$ cat src/rtl/multicycle_ctrl.sv
// Multi-cycle control FSM for the RV32I datapath: sequences fetch/decode/execute/memory/writeback,
// owns the memory request handshake with a timeout, and traps on illegal opcodes or timeouts.
module multicycle_ctrl #(
    parameter int unsigned TIMEOUT = 16,
    parameter int unsigned CNT_W   = 5
) (
    input  logic        clk,
    input  logic        rst_n,
    input  logic [31:0] inst,
    input  logic        br_taken,
    input  logic        mem_ready,
    output logic        mem_req,
    output logic        mem_we,
    output logic        mem_is_fetch,
    output logic        ir_we,
    output logic        pc_we,
    output logic [1:0]  pc_sel,
    output logic [1:0]  alu_a_sel,
    output logic        alu_b_sel,
    output logic [1:0]  alu_op,
    output logic        rf_we,
    output logic [1:0]  wb_sel,
    output logic        retire,
    output logic        trap,
    output logic [2:0]  state
);

    typedef enum logic [2:0] {
        S_RESET  = 3'd0,
        S_FETCH  = 3'd1,
        S_DECODE = 3'd2,
        S_EXEC   = 3'd3,
        S_MEM    = 3'd4,
        S_WB     = 3'd5,
        S_TRAP   = 3'd6,
        S_BAD    = 3'd7
    } state_t;

    typedef enum logic [3:0] {
        C_LOAD, C_OPIMM, C_OP, C_STORE, C_BRANCH,
        C_LUI, C_AUIPC, C_JAL, C_JALR, C_ILLEGAL
    } cls_t;

    state_t           state_q, state_d;
    logic [CNT_W-1:0] cnt_q, cnt_d;
    cls_t             cls;
    logic             wait_expired;
    logic             unused_inst;

    assign unused_inst  = ^inst[31:7];
    assign wait_expired = (cnt_q == CNT_W'(TIMEOUT - 1));
    assign state        = state_q;

    always_comb begin
        cls = C_ILLEGAL;
        case (inst[6:0])
            7'b0000011: cls = C_LOAD;
            7'b0010011: cls = C_OPIMM;
            7'b0110011: cls = C_OP;
            7'b0100011: cls = C_STORE;
            7'b1100011: cls = C_BRANCH;
            7'b0110111: cls = C_LUI;
            7'b0010111: cls = C_AUIPC;
            7'b1101111: cls = C_JAL;
            7'b1100111: cls = C_JALR;
            default:    cls = C_ILLEGAL;
        endcase
    end

    always_comb begin
        state_d      = state_q;
        cnt_d        = '0;
        mem_req      = 1'b0;
        mem_we       = 1'b0;
        mem_is_fetch = 1'b0;
        ir_we        = 1'b0;
        pc_we        = 1'b0;
        pc_sel       = 2'd0;
        alu_a_sel    = 2'd0;
        alu_b_sel    = 1'b0;
        alu_op       = 2'd0;
        rf_we        = 1'b0;
        wb_sel       = 2'd0;
        retire       = 1'b0;
        trap         = 1'b0;

        case (state_q)
            S_RESET: state_d = S_FETCH;
            S_FETCH: begin
                mem_req      = 1'b1;
                mem_is_fetch = 1'b1;
                if (mem_ready) begin
                    ir_we   = 1'b1;
                    state_d = S_DECODE;
                end else if (wait_expired) begin
                    state_d = S_TRAP;
                end else begin
                    cnt_d = cnt_q + 1'b1;
                end
            end
            S_DECODE: state_d = (cls == C_ILLEGAL) ? S_TRAP : S_EXEC;
            S_EXEC: begin
                case (cls)
                    C_OP: begin
                        alu_op  = 2'd1;
                        state_d = S_WB;
                    end
                    C_OPIMM: begin
                        alu_b_sel = 1'b1;
                        alu_op    = 2'd1;
                        state_d   = S_WB;
                    end
                    C_LUI: begin
                        alu_a_sel = 2'd2;
                        alu_b_sel = 1'b1;
                        state_d   = S_WB;
                    end
                    C_AUIPC: begin
                        alu_a_sel = 2'd1;
                        alu_b_sel = 1'b1;
                        state_d   = S_WB;
                    end
                    C_LOAD, C_STORE: begin
                        alu_b_sel = 1'b1;
                        state_d   = S_MEM;
                    end
                    C_BRANCH: begin
                        alu_a_sel = 2'd1;
                        alu_b_sel = 1'b1;
                        pc_we     = 1'b1;
                        pc_sel    = br_taken ? 2'd1 : 2'd0;
                        retire    = 1'b1;
                        state_d   = S_FETCH;
                    end
                    C_JAL: begin
                        alu_a_sel = 2'd1;
                        alu_b_sel = 1'b1;
                        pc_we     = 1'b1;
                        pc_sel    = 2'd1;
                        rf_we     = 1'b1;
                        wb_sel    = 2'd2;
                        retire    = 1'b1;
                        state_d   = S_FETCH;
                    end
                    C_JALR: begin
                        alu_b_sel = 1'b1;
                        pc_we     = 1'b1;
                        pc_sel    = 2'd2;
                        rf_we     = 1'b1;
                        wb_sel    = 2'd2;
                        retire    = 1'b1;
                        state_d   = S_FETCH;
                    end
                    default: state_d = S_TRAP;
                endcase
            end
            S_MEM: begin
                // address operands stay on rs1+imm until the request completes
                mem_req   = 1'b1;
                mem_we    = (cls == C_STORE);
                alu_b_sel = 1'b1;
                if (mem_ready) begin
                    if (cls == C_STORE) begin
                        pc_we   = 1'b1;
                        retire  = 1'b1;
                        state_d = S_FETCH;
                    end else begin
                        state_d = S_WB;
                    end
                end else if (wait_expired) begin
                    state_d = S_TRAP;
                end else begin
                    cnt_d = cnt_q + 1'b1;
                end
            end
            S_WB: begin
                rf_we   = 1'b1;
                wb_sel  = (cls == C_LOAD) ? 2'd1 : 2'd0;
                pc_we   = 1'b1;
                retire  = 1'b1;
                state_d = S_FETCH;
            end
            S_TRAP:  trap = 1'b1;
            default: state_d = S_RESET;
        endcase
    end

    always_ff @(posedge clk or negedge rst_n) begin
        if (!rst_n) begin
            state_q <= S_RESET;
            cnt_q   <= '0;
        end else begin
            state_q <= state_d;
            cnt_q   <= cnt_d;
        end
    end

endmodule

$ cat config.mk
export PLATFORM = sky130hd
export DESIGN_NAME = multicycle_ctrl
export DESIGN_NICKNAME = d
export VERILOG_FILES = /design/src/rtl/multicycle_ctrl.sv
export SDC_FILE = /design/constraint.sdc
export NUM_CORES = 1
export LEC_CHECK = 0
export BUFFER_PORTS_ARGS = -buffer_cell sky130_fd_sc_hd__buf_2
export CORE_MARGIN = 1.5
export CORE_UTILIZATION = 43
export CTS_CLUSTER_DIAMETER = 120
export DETAILED_ROUTE_END_ITERATION = 6
export PLACE_DENSITY = 0.83
export SYNTH_ARGS = -nofsm -noshare
export SYNTH_HDL_FRONTEND = slang
export SYNTH_SLANG_ARGS = --single-unit
$ cat constraint.sdc
create_clock -name clk -period 3.1 [get_ports clk]
set_input_delay 0.62 -clock clk [delete_from_list [all_inputs] [get_ports clk]]
set_output_delay 0.62 -clock clk [all_outputs]
set_load 0.01 [all_outputs]
==> flow_metrics.env, run 1 <==
export IMPL_fin_nets=167
export IMPL_drt_iter0_markers=16
export IMPL_p_seq_share_pct=32.9
export IMPL_drc=0
export IMPL_core_um2=1727
export IMPL_start_kind="input port"
export IMPL_dr_pass1_iters=4
export IMPL_antenna_left=0
export IMPL_switchingPower_uw=254.5
export IMPL_clock_skew_ps=0.5123
export IMPL_finalHoldViolations=0
export IMPL_ys_flop_type="dfrtp_1"
export IMPL_grt_overflow_total=0
export IMPL_place_hpwl_mm=1.445
export IMPL_power_internal_uw=312.5
export IMPL_antenna_cells=0
export IMPL_power_total_uw=567.0
export IMPL_power_switching_share_pct=44.88
export IMPL_drt_total_wl_mm=1.849
export IMPL_holdBufCountCts=0
export IMPL_drive_above_1_share_pct=29.69
export IMPL_async_flop_share_pct=100.0
export IMPL_pin_count=56
export IMPL_status="completed"
export IMPL_fin_crit_sh_pct=83.37
export IMPL_grt_use_total_pct=19.24
export IMPL_cap_viol_max_count=0
export IMPL_final_cell_mix="buf_2, nor2_1, nand2_1, dfrtp_1, nand2b_1"
export IMPL_clock_sinks=8
export IMPL_yosysWarnings=0
export IMPL_max_freq_mhz=386.9
export IMPL_end_kind="output port"
export IMPL_synth_edff_count=0
export IMPL_synthCells=103
export IMPL_layout_area_seq_um2=200.2
export IMPL_syn_to_final_growth_pct=19.59
export IMPL_rows=15
export IMPL_die_area_um2=2124
export IMPL_grt_antenna_before_repair=0
export IMPL_grt_pass1_wl_mm=2.987
export IMPL_n_fill_cell=174
export IMPL_path_class="input port to output port"
export IMPL_p_leak_uw=0.0004691
export IMPL_ys_seq_area_share_pct=25.08
export IMPL_ir_worst_vdd_v=0.0001917
export IMPL_clk_pin_slew_ps=50
export IMPL_critPathRequiredTime_ps=2480
export IMPL_via_per_inst=5.608
export IMPL_die_y_um=46.09
export IMPL_yosysUniqueCellTypes=47
export IMPL_vias=858
export IMPL_grt_max_degree=14
export IMPL_clkPwrFrac_pct=13.8
export IMPL_gp_congestion=0.8575
export IMPL_die_w_um=46.09
export IMPL_cp_arrival_ps=1960
export IMPL_port_buffers=29
export IMPL_final_common_cell="buf_2"
export IMPL_avgRoutedWirePerCell_um=12.08
export IMPL_powerDensity_nw_per_um2=594.0
export IMPL_postCtsSetupRepairBufs=0
export IMPL_crit_fanout=10
export IMPL_cts_tree="built"
export IMPL_multi_input_area_um2=536.8
export IMPL_report_final_setup_viol=0
export IMPL_synth_nets=140
export IMPL_grt_pass1_vias=717
export IMPL_synth_seq_cells=8
export IMPL_ctsResizeCount=0
export IMPL_cts_htree_levels=1
export IMPL_pwr_share_comb_pct=53.3
export IMPL_start_util_pct=46.23
export IMPL_clockRootBuffer="clkbuf_4"
export IMPL_cts_buffers=3
export IMPL_clk_insertion_delay_late_ps=250
export IMPL_synth_area_um2=798.3
export IMPL_rsz0062_at_grt="false"
export IMPL_min_period_ps=2585
export IMPL_fin_tns_setup_ps=0
export IMPL_syn_mean_instance_area_um2=7.750
export IMPL_finalMaxSlewViolations=0
export IMPL_hold_class="input port to async pin"
export IMPL_clockBufferDepth=2
==> worst paths after layout <==
check	end	from	cells past startpoint	slack, ps
max in group asynchronous	state[0]	rst_n	1	2740
worst max-delay path	alu_a_sel[1]	inst[6]	6	520
worst min-delay path	cnt_q[0]	rst_n	1	200
worst max register to register	state[1]	cnt_q[0]	5	1570
min in group clk	cnt_q[0]	cnt_q[0]	1	470
worst min register to register	cnt_q[0]	cnt_q[0]	1	470
==> registers in the layout (all words and copies together) (netlist names) <==
signal and flops:
cnt_q 5, state 3
==> power groups by stage <==
| stage | registers (µW) | logic, µW | clock network, µW |
|---|---|---|---|
| CTS | 184 | 304 | 81.7 |
| finish | 187 | 302 | 78.2 |
| detailed placement | 186 | 303 | 0 |
| global route | 193 | 339 | 87.8 |
| global placement | 185 | 295 | 0 |
| floorplan | 163 | 234 | 0 |
==> cell families after synthesis <==
| group | Yosys count | share of synthesized area [%] |
|---|---|---|
| compound gates | 25 | 24.45 |
| simple gates | 52 | 36.05 |
| flops | 8 | 25.08 |
| mux | 1 | 1.254 |
| buf+inv | 12 | 7.679 |
| xor+xnor | 2 | 2.195 |
| other cells | 1 | 0.4698 |
| fa+ha+maj | 2 | 2.821 |
==> stage by stage <==
stage,util (%),worst slack [ps],hold slack [ps],instance area [µm²],instances
final,55.29,515.5,199.5,954.7,153
after global routing,55.29,443.7,205.2,954.7,153
after CTS,55.29,513.1,200.4,954.7,153
after detailed placement,53.99,514.2,467.2,932.1,150
after global placement,53.99,532.1,463.2,932.1,150
after floorplan,-,664.2,324.4,798.3,103
==> layer usage <==
metal / up-vias / share of wire [%] / GRT usage, %
li1: 425 / - / -
met1: 397 / 46 / 24.94
met2: 34 / 48 / 31.39
met3: 2 / 5.4 / 3.137
met4: 0 / 0.65 / 8.000
met5: - / 0 / 0
==> worst max-delay path, stage by stage <==
cell and delay, ps:
buf_2 150, nand2b_4 150, or3_4 350, a311o_1 370, o21ba_1 210, buf_2 120
==> synth_stat cells, types with 2 or more instances <==
cell type	number	area share, %
a21oi_1	3	1.9
a22oi_1	2	1.9
a31o_2	2	2.2
a31oi_1	2	1.6
and2_1	2	1.6
buf_4	2	1.9
clkbuf_1	3	1.4
dfrtp_1	8	25
inv_1	5	2.4
nand2_1	9	4.2
nand2b_1	6	4.7
nand3_1	5	3.1
nand3b_1	2	1.9
nor2_1	11	5.2
nor2b_1	2	1.6
nor3_1	5	3.1
nor4_1	2	1.6
o21ai_0	2	1.3
o31a_1	2	2.2
==> area by class of cell <==
cell class | count | area share (%)
Multi-Input combinational cell | 83 | 56.23
Sequential cell | 8 | 20.97
Inverter | 5 | 1.966
Timing Repair Buffer | 29 | 15.20
Tap cell | 25 | 3.277
Clock buffer | 3 | 2.359
(Power assumes the default switching activity.)
==> run 2: changes to the inputs <==
CORE_UTILIZATION = 40   (was 43)
PLACE_DENSITY = 0.78   (was 0.83)
clock period = 2.5 ns   (was 3.1 ns; I/O delays follow)
==> run 2 against run 1 <==
  * Die area grew 7.0%
  * Clock power is 21% higher
  * Critical path type unchanged
  * Power up 27%
==> flow_metrics.env, run 2 (same netlist as run 1, synthesis figures left out) <==
export IMPL_status="completed"
export IMPL_grt_use_total_pct=19.11
export IMPL_rsz0062_at_grt="false"
export IMPL_core_um2=1802
export IMPL_crit_path_cell_trace="buf_2 > nand2b_4 > or3_4 > a311o_1 > o21ba_1 > buf_2"
export IMPL_vias=891
export IMPL_place_hpwl_mm=1.510
export IMPL_clkPwrFrac_pct=13.1
export IMPL_clock_sinks=8
export IMPL_port_buffers=29
export IMPL_power_internal_uw=401.6
export IMPL_start_util_pct=44.31
export IMPL_fin_tns_setup_ps=0
export IMPL_drt_total_wl_mm=1.964
export IMPL_critPathRequiredTime_ps=2000
export IMPL_die_w_um=47.67
export IMPL_design_area_um2=984.7
export IMPL_switchingPower_uw=319.3
export IMPL_clockBufferDepth=2
export IMPL_path_delay_family="compound AO/OA/AOI/OAI gates"
export IMPL_largest_register_ffs=5
export IMPL_ctsResizeCount=0
export IMPL_fin_crit_sh_pct=91.96
export IMPL_slowest_stage="a311o_1"
export IMPL_p_seq_share_pct=29.3
export IMPL_clk_pin_slew_ps=50
export IMPL_hold_class="input port to async pin"
export IMPL_place_area_um2=962.2
export IMPL_max_freq_mhz=435.0
export IMPL_dp_cells=154
export IMPL_holdWs_ps=78.60
export IMPL_clk_insertion_delay_late_ps=250
export IMPL_end_kind="output port"
export IMPL_drc=0
export IMPL_fin_nets=171
export IMPL_syn_to_final_growth_pct=23.35
export IMPL_grt_pass1_wl_mm=3.056
export IMPL_cap_viol_max_count=0
export IMPL_crit_fanout=9
export IMPL_grt_pass1_vias=739
export IMPL_top_register="cnt_q"
export IMPL_min_period_ps=2299
export IMPL_grt_max_degree=14
export IMPL_via_per_inst=5.675
export IMPL_power_total_uw=720.8
export IMPL_path_class="input port to output port"
export IMPL_final_cell_mix="buf_2, nor2_1, nand2_1, dfrtp_1, nand2b_1"
export IMPL_drt_iter0_markers=47
export IMPL_die_area_um2=2272
export IMPL_holdBufCountCts=0
export IMPL_cp_num_buf_inv=2
export IMPL_die_y_um=47.67
export IMPL_critPathMaxStageDelay_ps=370
export IMPL_power_switching_share_pct=44.29
export IMPL_avgRoutedWirePerCell_um=12.51
export IMPL_start_kind="input port"
export IMPL_stdcell_count=157
export IMPL_pwr_share_comb_pct=57.6
export IMPL_crit_path_frequent_cell="buf_2"
export IMPL_ir_worst_vdd_v=0.0002881
export IMPL_antenna_cells=0
export IMPL_clock_skew_ps=3.492
export IMPL_antenna_left=0
export IMPL_p_leak_uw=0.0004880
export IMPL_rows=15
export IMPL_grt_antenna_before_repair=0
export IMPL_cp_arrival_ps=1800
export IMPL_postCtsSetupRepairBufs=0
export IMPL_report_final_setup_viol=0
export IMPL_pin_count=56
export IMPL_finalHoldViolations=0
export IMPL_powerDensity_nw_per_um2=732.1
export IMPL_cts_tree="built"
export IMPL_dr_pass1_iters=4
export IMPL_clockRootBuffer="clkbuf_4"
export IMPL_cts_htree_levels=1
export IMPL_drive_above_1_share_pct=31.82
export IMPL_final_common_cell="buf_2"
export IMPL_gp_congestion=0.8132
export IMPL_finalMaxSlewViolations=0
export IMPL_cts_buffers=3
export IMPL_grt_overflow_total=0
## run 2: layer usage
| metal | routed length, µm | part of all wire, % | global-route usage, % |
|---|---|---|---|
| met3 | 149 | 7.6 | 5.283 |
| met2 | 903 | 46 | 31.35 |
| met5 | 0 | 0 | 0 |
| met4 | 17 | 0.87 | 6.486 |
| met1 | 894 | 46 | 24.20 |
## run 2: path summary, 6_finish.rpt
path | slack (ps) | cells past startpoint | to | start
worst max-delay path | 200 | 6 | alu_a_sel[1] | inst[4]
worst min-delay path | 80 | 1 | cnt_q[1] | rst_n
worst max register to register | 1000 | 5 | state[1] | cnt_q[0]
worst min register to register | 470 | 1 | cnt_q[0] | cnt_q[0]
max in group asynchronous | 2260 | 1 | cnt_q[4] | rst_n
min in group clk | 470 | 1 | cnt_q[0] | cnt_q[0]
## run 2: power groups by stage
stage	registers, µW	clock network (µW)	logic (µW)
after floorplan	202	0	290
after global placement	211	0	406
after detailed placement	212	0	413
after CTS	210	98.3	416
after global routing	216	110	460
final	211	94.6	415
## run 2: per-stage QoR
step	setup slack [ps]	utilization, %
after floorplan	304.2	-
after global placement	222.2	53.40
after detailed placement	196.2	53.40
after CTS	191.0	54.65
after global routing	126.2	54.65
final	201.1	54.65
## run 2: cell type report
class / count / area [µm²]
Multi-Input combinational cell: 83 / 536.8
Tap cell: 25 / 31.28
Clock buffer: 3 / 22.52
Timing Repair Buffer: 33 / 175.2
Fill cell: 192 / 817.0
Inverter: 5 / 18.77
Sequential cell: 8 / 200.2
